## src/rtl/freq_sweep_ctrl.sv

```systemverilog
// Frequency-sweep sequencer for the phase-accumulator sine generator.
// Steps the tuning word from a start value toward a stop value, holding each value for a programmable dwell.
module freq_sweep_ctrl #(
    parameter int FW = 16,
    parameter int DW = 24
) (
    input  logic          i_clk,
    input  logic          i_rst_n,
    input  logic          i_start,
    input  logic          i_stop,
    input  logic [1:0]    i_mode,
    input  logic [FW-1:0] i_f_start,
    input  logic [FW-1:0] i_f_stop,
    input  logic [FW-1:0] i_f_step,
    input  logic [DW-1:0] i_dwell,
    output logic [FW-1:0] o_freq_control,
    output logic          o_busy,
    output logic          o_step_stb,
    output logic          o_wrap_stb,
    output logic          o_done
);

    typedef enum logic {S_IDLE, S_RUN} state_t;

    localparam logic [1:0] M_SINGLE = 2'b00;
    localparam logic [1:0] M_SAW    = 2'b01;
    localparam logic [1:0] M_TRI    = 2'b10;

    state_t        r_state, w_state_next;
    logic [FW-1:0] r_freq, w_freq_next;
    logic          r_busy, w_busy_next;
    logic          r_step_stb, w_step_stb_next;
    logic          r_wrap_stb, w_wrap_stb_next;
    logic          r_done, w_done_next;
    logic [FW-1:0] r_f_start, w_f_start_next;
    logic [FW-1:0] r_tgt, w_tgt_next;
    logic [FW-1:0] r_other, w_other_next;
    logic [FW-1:0] r_step, w_step_next;
    logic [DW-1:0] r_dwell_m1, w_dwell_m1_next;
    logic [DW-1:0] r_cnt, w_cnt_next;
    logic          r_up, w_up_next;
    logic [1:0]    r_mode, w_mode_next;

    logic [DW-1:0] w_dwell_m1_in;
    logic [FW-1:0] w_advance;
    logic [FW-1:0] w_reverse;

    // One step toward tgt in FW+1 bits; a zero step jumps straight to tgt.
    function automatic logic [FW-1:0] f_advance(
        input logic [FW-1:0] cur,
        input logic [FW-1:0] tgt,
        input logic [FW-1:0] step,
        input logic          up
    );
        logic [FW:0]   sum;
        logic [FW:0]   diff;
        logic [FW-1:0] res;
        sum  = {1'b0, cur} + {1'b0, step};
        diff = {1'b0, cur} - {1'b0, step};
        if (step == '0)
            res = tgt;
        else if (up)
            res = (sum >= {1'b0, tgt}) ? tgt : sum[FW-1:0];
        else
            res = (diff[FW] || (diff[FW-1:0] <= tgt)) ? tgt : diff[FW-1:0];
        return res;
    endfunction

    assign w_dwell_m1_in = (i_dwell == '0) ? '0 : i_dwell - 1'b1;
    assign w_advance     = f_advance(r_freq, r_tgt, r_step, r_up);
    assign w_reverse     = f_advance(r_freq, r_other, r_step, ~r_up);

    always_comb begin
        w_state_next    = r_state;
        w_freq_next     = r_freq;
        w_busy_next     = r_busy;
        w_step_stb_next = 1'b0;
        w_wrap_stb_next = 1'b0;
        w_done_next     = 1'b0;
        w_f_start_next  = r_f_start;
        w_tgt_next      = r_tgt;
        w_other_next    = r_other;
        w_step_next     = r_step;
        w_dwell_m1_next = r_dwell_m1;
        w_cnt_next      = r_cnt;
        w_up_next       = r_up;
        w_mode_next     = r_mode;

        if (i_stop) begin
            // stop outranks a coincident start, even from IDLE
            if (r_state == S_RUN) begin
                w_state_next = S_IDLE;
                w_busy_next  = 1'b0;
            end
        end else if (i_start) begin
            w_state_next    = S_RUN;
            w_freq_next     = i_f_start;
            w_busy_next     = 1'b1;
            w_step_stb_next = 1'b1;
            w_f_start_next  = i_f_start;
            w_tgt_next      = i_f_stop;
            w_other_next    = i_f_start;
            w_step_next     = i_f_step;
            w_dwell_m1_next = w_dwell_m1_in;
            w_cnt_next      = w_dwell_m1_in;
            w_up_next       = (i_f_stop >= i_f_start);
            w_mode_next     = (i_mode == 2'b11) ? M_SINGLE : i_mode;
        end else if (r_state == S_RUN) begin
            if (r_cnt != '0) begin
                w_cnt_next = r_cnt - 1'b1;
            end else begin
                w_cnt_next = r_dwell_m1;
                if (r_freq != r_tgt) begin
                    w_freq_next     = w_advance;
                    w_step_stb_next = 1'b1;
                end else begin
                    case (r_mode)
                        M_SAW: begin
                            w_freq_next     = r_f_start;
                            w_step_stb_next = 1'b1;
                            w_wrap_stb_next = 1'b1;
                        end
                        M_TRI: begin
                            w_tgt_next      = r_other;
                            w_other_next    = r_tgt;
                            w_up_next       = ~r_up;
                            w_freq_next     = w_reverse;
                            w_step_stb_next = 1'b1;
                            w_wrap_stb_next = 1'b1;
                        end
                        default: begin
                            w_state_next = S_IDLE;
                            w_busy_next  = 1'b0;
                            w_done_next  = 1'b1;
                        end
                    endcase
                end
            end
        end
    end

    always_ff @(posedge i_clk or negedge i_rst_n) begin
        if (!i_rst_n) begin
            r_state    <= S_IDLE;
            r_freq     <= '0;
            r_busy     <= 1'b0;
            r_step_stb <= 1'b0;
            r_wrap_stb <= 1'b0;
            r_done     <= 1'b0;
            r_f_start  <= '0;
            r_tgt      <= '0;
            r_other    <= '0;
            r_step     <= '0;
            r_dwell_m1 <= '0;
            r_cnt      <= '0;
            r_up       <= 1'b0;
            r_mode     <= M_SINGLE;
        end else begin
            r_state    <= w_state_next;
            r_freq     <= w_freq_next;
            r_busy     <= w_busy_next;
            r_step_stb <= w_step_stb_next;
            r_wrap_stb <= w_wrap_stb_next;
            r_done     <= w_done_next;
            r_f_start  <= w_f_start_next;
            r_tgt      <= w_tgt_next;
            r_other    <= w_other_next;
            r_step     <= w_step_next;
            r_dwell_m1 <= w_dwell_m1_next;
            r_cnt      <= w_cnt_next;
            r_up       <= w_up_next;
            r_mode     <= w_mode_next;
        end
    end

    assign o_freq_control = r_freq;
    assign o_busy         = r_busy;
    assign o_step_stb     = r_step_stb;
    assign o_wrap_stb     = r_wrap_stb;
    assign o_done         = r_done;

endmodule

```

## config.mk

```make
export PLATFORM = sky130hd
export DESIGN_NAME = freq_sweep_ctrl
export DESIGN_NICKNAME = d
export VERILOG_FILES = /design/src/rtl/freq_sweep_ctrl.sv
export SDC_FILE = /design/constraint.sdc
export NUM_CORES = 1
export LEC_CHECK = 0
export BUFFER_PORTS_ARGS = -buffer_cell sky130_fd_sc_hd__buf_4
export CORE_MARGIN = 2
export CORE_UTILIZATION = 49
export CTS_CLUSTER_SIZE = 40
export DETAILED_ROUTE_END_ITERATION = 10
export GPL_TIMING_DRIVEN = 0
export PLACE_DENSITY = 0.67
export SETUP_SLACK_MARGIN = 0.02
export SYNTH_ARGS = -nofsm -noshare
export SYNTH_HDL_FRONTEND = slang
export SYNTH_SLANG_ARGS = --single-unit
```

## constraint.sdc

```tcl
create_clock -name i_clk -period 5.95 [get_ports i_clk]
set_input_delay 1.19 -clock i_clk [delete_from_list [all_inputs] [get_ports i_clk]]
set_output_delay 1.19 -clock i_clk [all_outputs]
set_load 0.01 [all_outputs]
```

==> flow_metrics.py <==
metrics = {
    "global_route": {
        "overflow": 0,
        "grt_usage_pct": 36.95,
        "antenna_found_initial": 0,
        "grt_max_degree": 89,
        "grt_pass1_wl_um": 70700,
        "grt_pass1_vias": 11580,
    },
    "placement": {
        "hpwl_um": 37390,
        "place_congestion": 1.026,
        "pre_cts_ws_ns": -0.04369,
        "dp.cells": 1884,
        "portBuffers": 96,
    },
    "floorplan": {
        "start_util_pct": 50.18,
        "dieArea_um2": 25370,
        "ioPinCount": 98,
        "core_area_um2": 23540,
        "fp.dieH_um": 159.3,
        "core.rowCount": 56,
        "die_x_um": 159.3,
    },
    "critical_path": {
        "crit_path_start_kind": "register",
        "r2r_start": "o_freq_control[3]",
        "cp_max_fo": 10,
        "worst-r2r-setup-slack_ns": 0.16,
        "critPathRequiredTime_ns": 6.23,
        "crit_arrival_ns": 6.07,
        "crit_type": "register to register",
        "endpoint_kind": "register",
        "startpoint": "o_freq_control[3]",
    },
    "detailed_routing": {
        "num_vias": 12100,
        "route.detailed.drc": 0,
        "avgRoutedWirePerCell_um": 24.86,
        "ant_nets": 0,
        "viasPerCell": 6.316,
        "routed_wl_um": 47620,
        "drt-initial-drc-count": 1364,
        "first_pass_iters": 7,
    },
    "yosys": {
        "synth_area_per_cell_um2": 8.047,
        "syn_area_um2": 11810,
        "yosysMostFrequentCell": "nand2_1",
        "syn_inst": 1468,
        "synth_edf_count": 0,
        "synth_area_leaders": "dfrtp_1 (29%), ha_1 (12%), a21oi_1 (5.5%)",
        "syn_nets": 1664,
        "synth_seq_area_share_pct": 28.81,
        "synth-main-ff-cell": "dfrtp_1",
        "ys_async_sr_fraction_pct": 100.0,
        "synth-seq-cells": 136,
        "netlist.area_leader.share_pct": 28.81,
        "yosys.area.top_type": "dfrtp_1",
        "yosys_warnings": 0,
        "yosys-top-cells-count": "nand2_1 (161), nor2_1 (143), dfrtp_1 (136)",
        "yosysUniqueCellTypes": 89,
    },
    "finish": {
        "final_layout_size_suffix_gt1_share_pct": 11.58,
        "diodes": 0,
        "nNetsFinal": 1780,
        "num-fill-cells": 2232,
        "fin_cells": 1916,
        "multi_input_area_um2": 7787,
        "area_delta_synth_final_pct": 15.31,
        "area.sequential_um2": 3403,
    },
    "power": {
        "power_density_nw_per_um2": 420.7,
        "ir_worst_vdd_mv": 0.1737,
        "p_total_mw": 5.730,
        "p_leak_nw": 6.201,
    },
    "sta": {
        "setup_ws_ns": 0.1602,
        "setup_viol": 0,
        "fin_skew_ns": 0.01936,
        "hold_slack_ns": 0.4742,
        "timing.final.crit_share_pct": 97.31,
        "hold_viol_final": 0,
        "fmax_mhz": 172.7,
        "rsz0062_at_grt": "yes",
        "period_minus_slack_ns": 5.790,
        "slew_headroom_pct": 27.02,
        "tightest_slew_ns": 1.078,
        "report.final.slew_viol_count": 0,
        "finalSetupTns_ns": 0,
    },
    "clock_network": {
        "htreeDepth": 4,
        "ctsRootBufferMaster": "clkbuf_16",
        "cts_tree": "done",
        "clkTransAtPathRegs_ns": 0.07,
        "clock_path_buffers": 2,
        "cts.sink_count": 136,
        "cts-hold-fix-buffers": 0,
        "clk_latency_ns": 0.43,
        "cts_buffers": 17,
        "cts_setup_buffers": 0,
    },
    "flow_run": {
        "maxCapViolations": 0,
    },
    "hold_path": {
        "min_path_type": "register to register",
        "hold_start": "r_dwell_m1[5]",
    },
    "run_status": {
        "status": "complete, no violations",
    },
}
[power breakdown]
group          total [mW]  switching (mW)  internal (mW)
registers            1.37           0.298           1.07
clock network        1.18           0.476          0.707
logic                3.18            2.05           1.13
total                5.73            2.83           2.90
[sequential cells by signal, indices dropped and copies added (netlist names), 2 cells and up]
signal,flops
o_freq_control,16
r_cnt,24
r_dwell_m1,24
r_f_start,16
r_mode,2
r_other,16
r_step,16
r_tgt,16
[metrics by stage]
stage	instance area, um^2	utilization, %
global placement	12930	54.93
floorplan	11810	-
detailed placement	12960	55.06
finish	13620	57.86
CTS	13600	57.76
global route	13620	57.86
[cell families (layout without fill, tap and decap cells)]
kind of cell	Yosys count	after routing	share of synthesized area [%]
AND/OR/NAND/NOR	483	483	19.33
AO/OA/AOI/OAI	457	457	25.15
buffers and inverters	164	293	5.519
flip-flops	136	136	28.81
adder cells (fa/ha/maj)	118	118	12.63
XOR/XNOR	72	72	5.338
multiplexers	38	38	3.231
[layout by cell type (no fill, tap or decap), types with 9 or more instances in the layout]
cell type,count
o21ai_0,99
nand2b_1,9
a31o_2,9
nor3_1,33
nand2_1,161
o21a_1,11
clkbuf_16,17
a211oi_1,27
buf_4,98
a21o_1,21
nor2_1,143
nand3_1,22
xnor2_1,38
a22oi_1,14
dfrtp_1,136
nor4_1,25
inv_1,91
a31oi_1,17
clkbuf_1,46
buf_2,16
ha_1,116
o31ai_1,20
nand4_1,20
xor2_1,31
mux2i_1,37
o221ai_1,9
nor2b_1,14
a21oi_1,130
a221oi_1,10
o211ai_1,13
or3_1,9
[worst max-delay path: stages, from the launching register on]
cell and delay [ns]:
dfrtp_1 0.62, ha_1 0.31, buf_2 0.17, nor2_1 0.11, o311ai_1 0.13, a2bb2oi_1 0.42
a31oi_1 0.25, o31a_1 0.32, o311ai_1 0.88, ha_1 0.41, o21ai_0 0.08, nor2_1 0.10
o311a_1 0.16, a211oi_4 0.40, nand3_1 0.16, buf_2 0.27, mux2i_1 0.24, nor2_1 0.08
a2111oi_1 0.38, a311oi_1 0.17
[worst paths after layout]
kind / endpoint / cells past startpoint
worst min-delay path: r_dwell_m1[5] / 2
max in group asynchronous: r_mode[0] / 2
worst max register to register: o_freq_control[15] / 19
worst max-delay path: o_freq_control[15] / 19
min in group asynchronous: r_f_start[7] / 1
worst min register to register: r_dwell_m1[5] / 2
[metal layers]
metal | global-route usage, % | vias to the layer above | routed length, um
li1 | - | 5574 | -
met2 | 57.53 | 632 | 21070
met3 | 9.221 | 122 | 4706
met5 | 0 | - | 0
met1 | 49.02 | 5774 | 19640
met4 | 15.83 | 0 | 2207
[repair_timing]
item	in CTS	in global routing
gates cloned	0	0
gates resized for setup	1	4
setup endpoints to repair	6	11
[layout make-up]
type / count / area share [%]
Buffer: 70 / 2.195
Multi-Input combinational cell: 1168 / 57.17
Clock inverter: 14 / 1.451
Sequential cell: 136 / 24.99
Inverter: 94 / 2.590
Timing Repair Buffer: 97 / 5.521
Tap cell: 319 / 2.930
Clock buffer: 18 / 3.151
No activity file was read; power rests on OpenSTA's default activity.
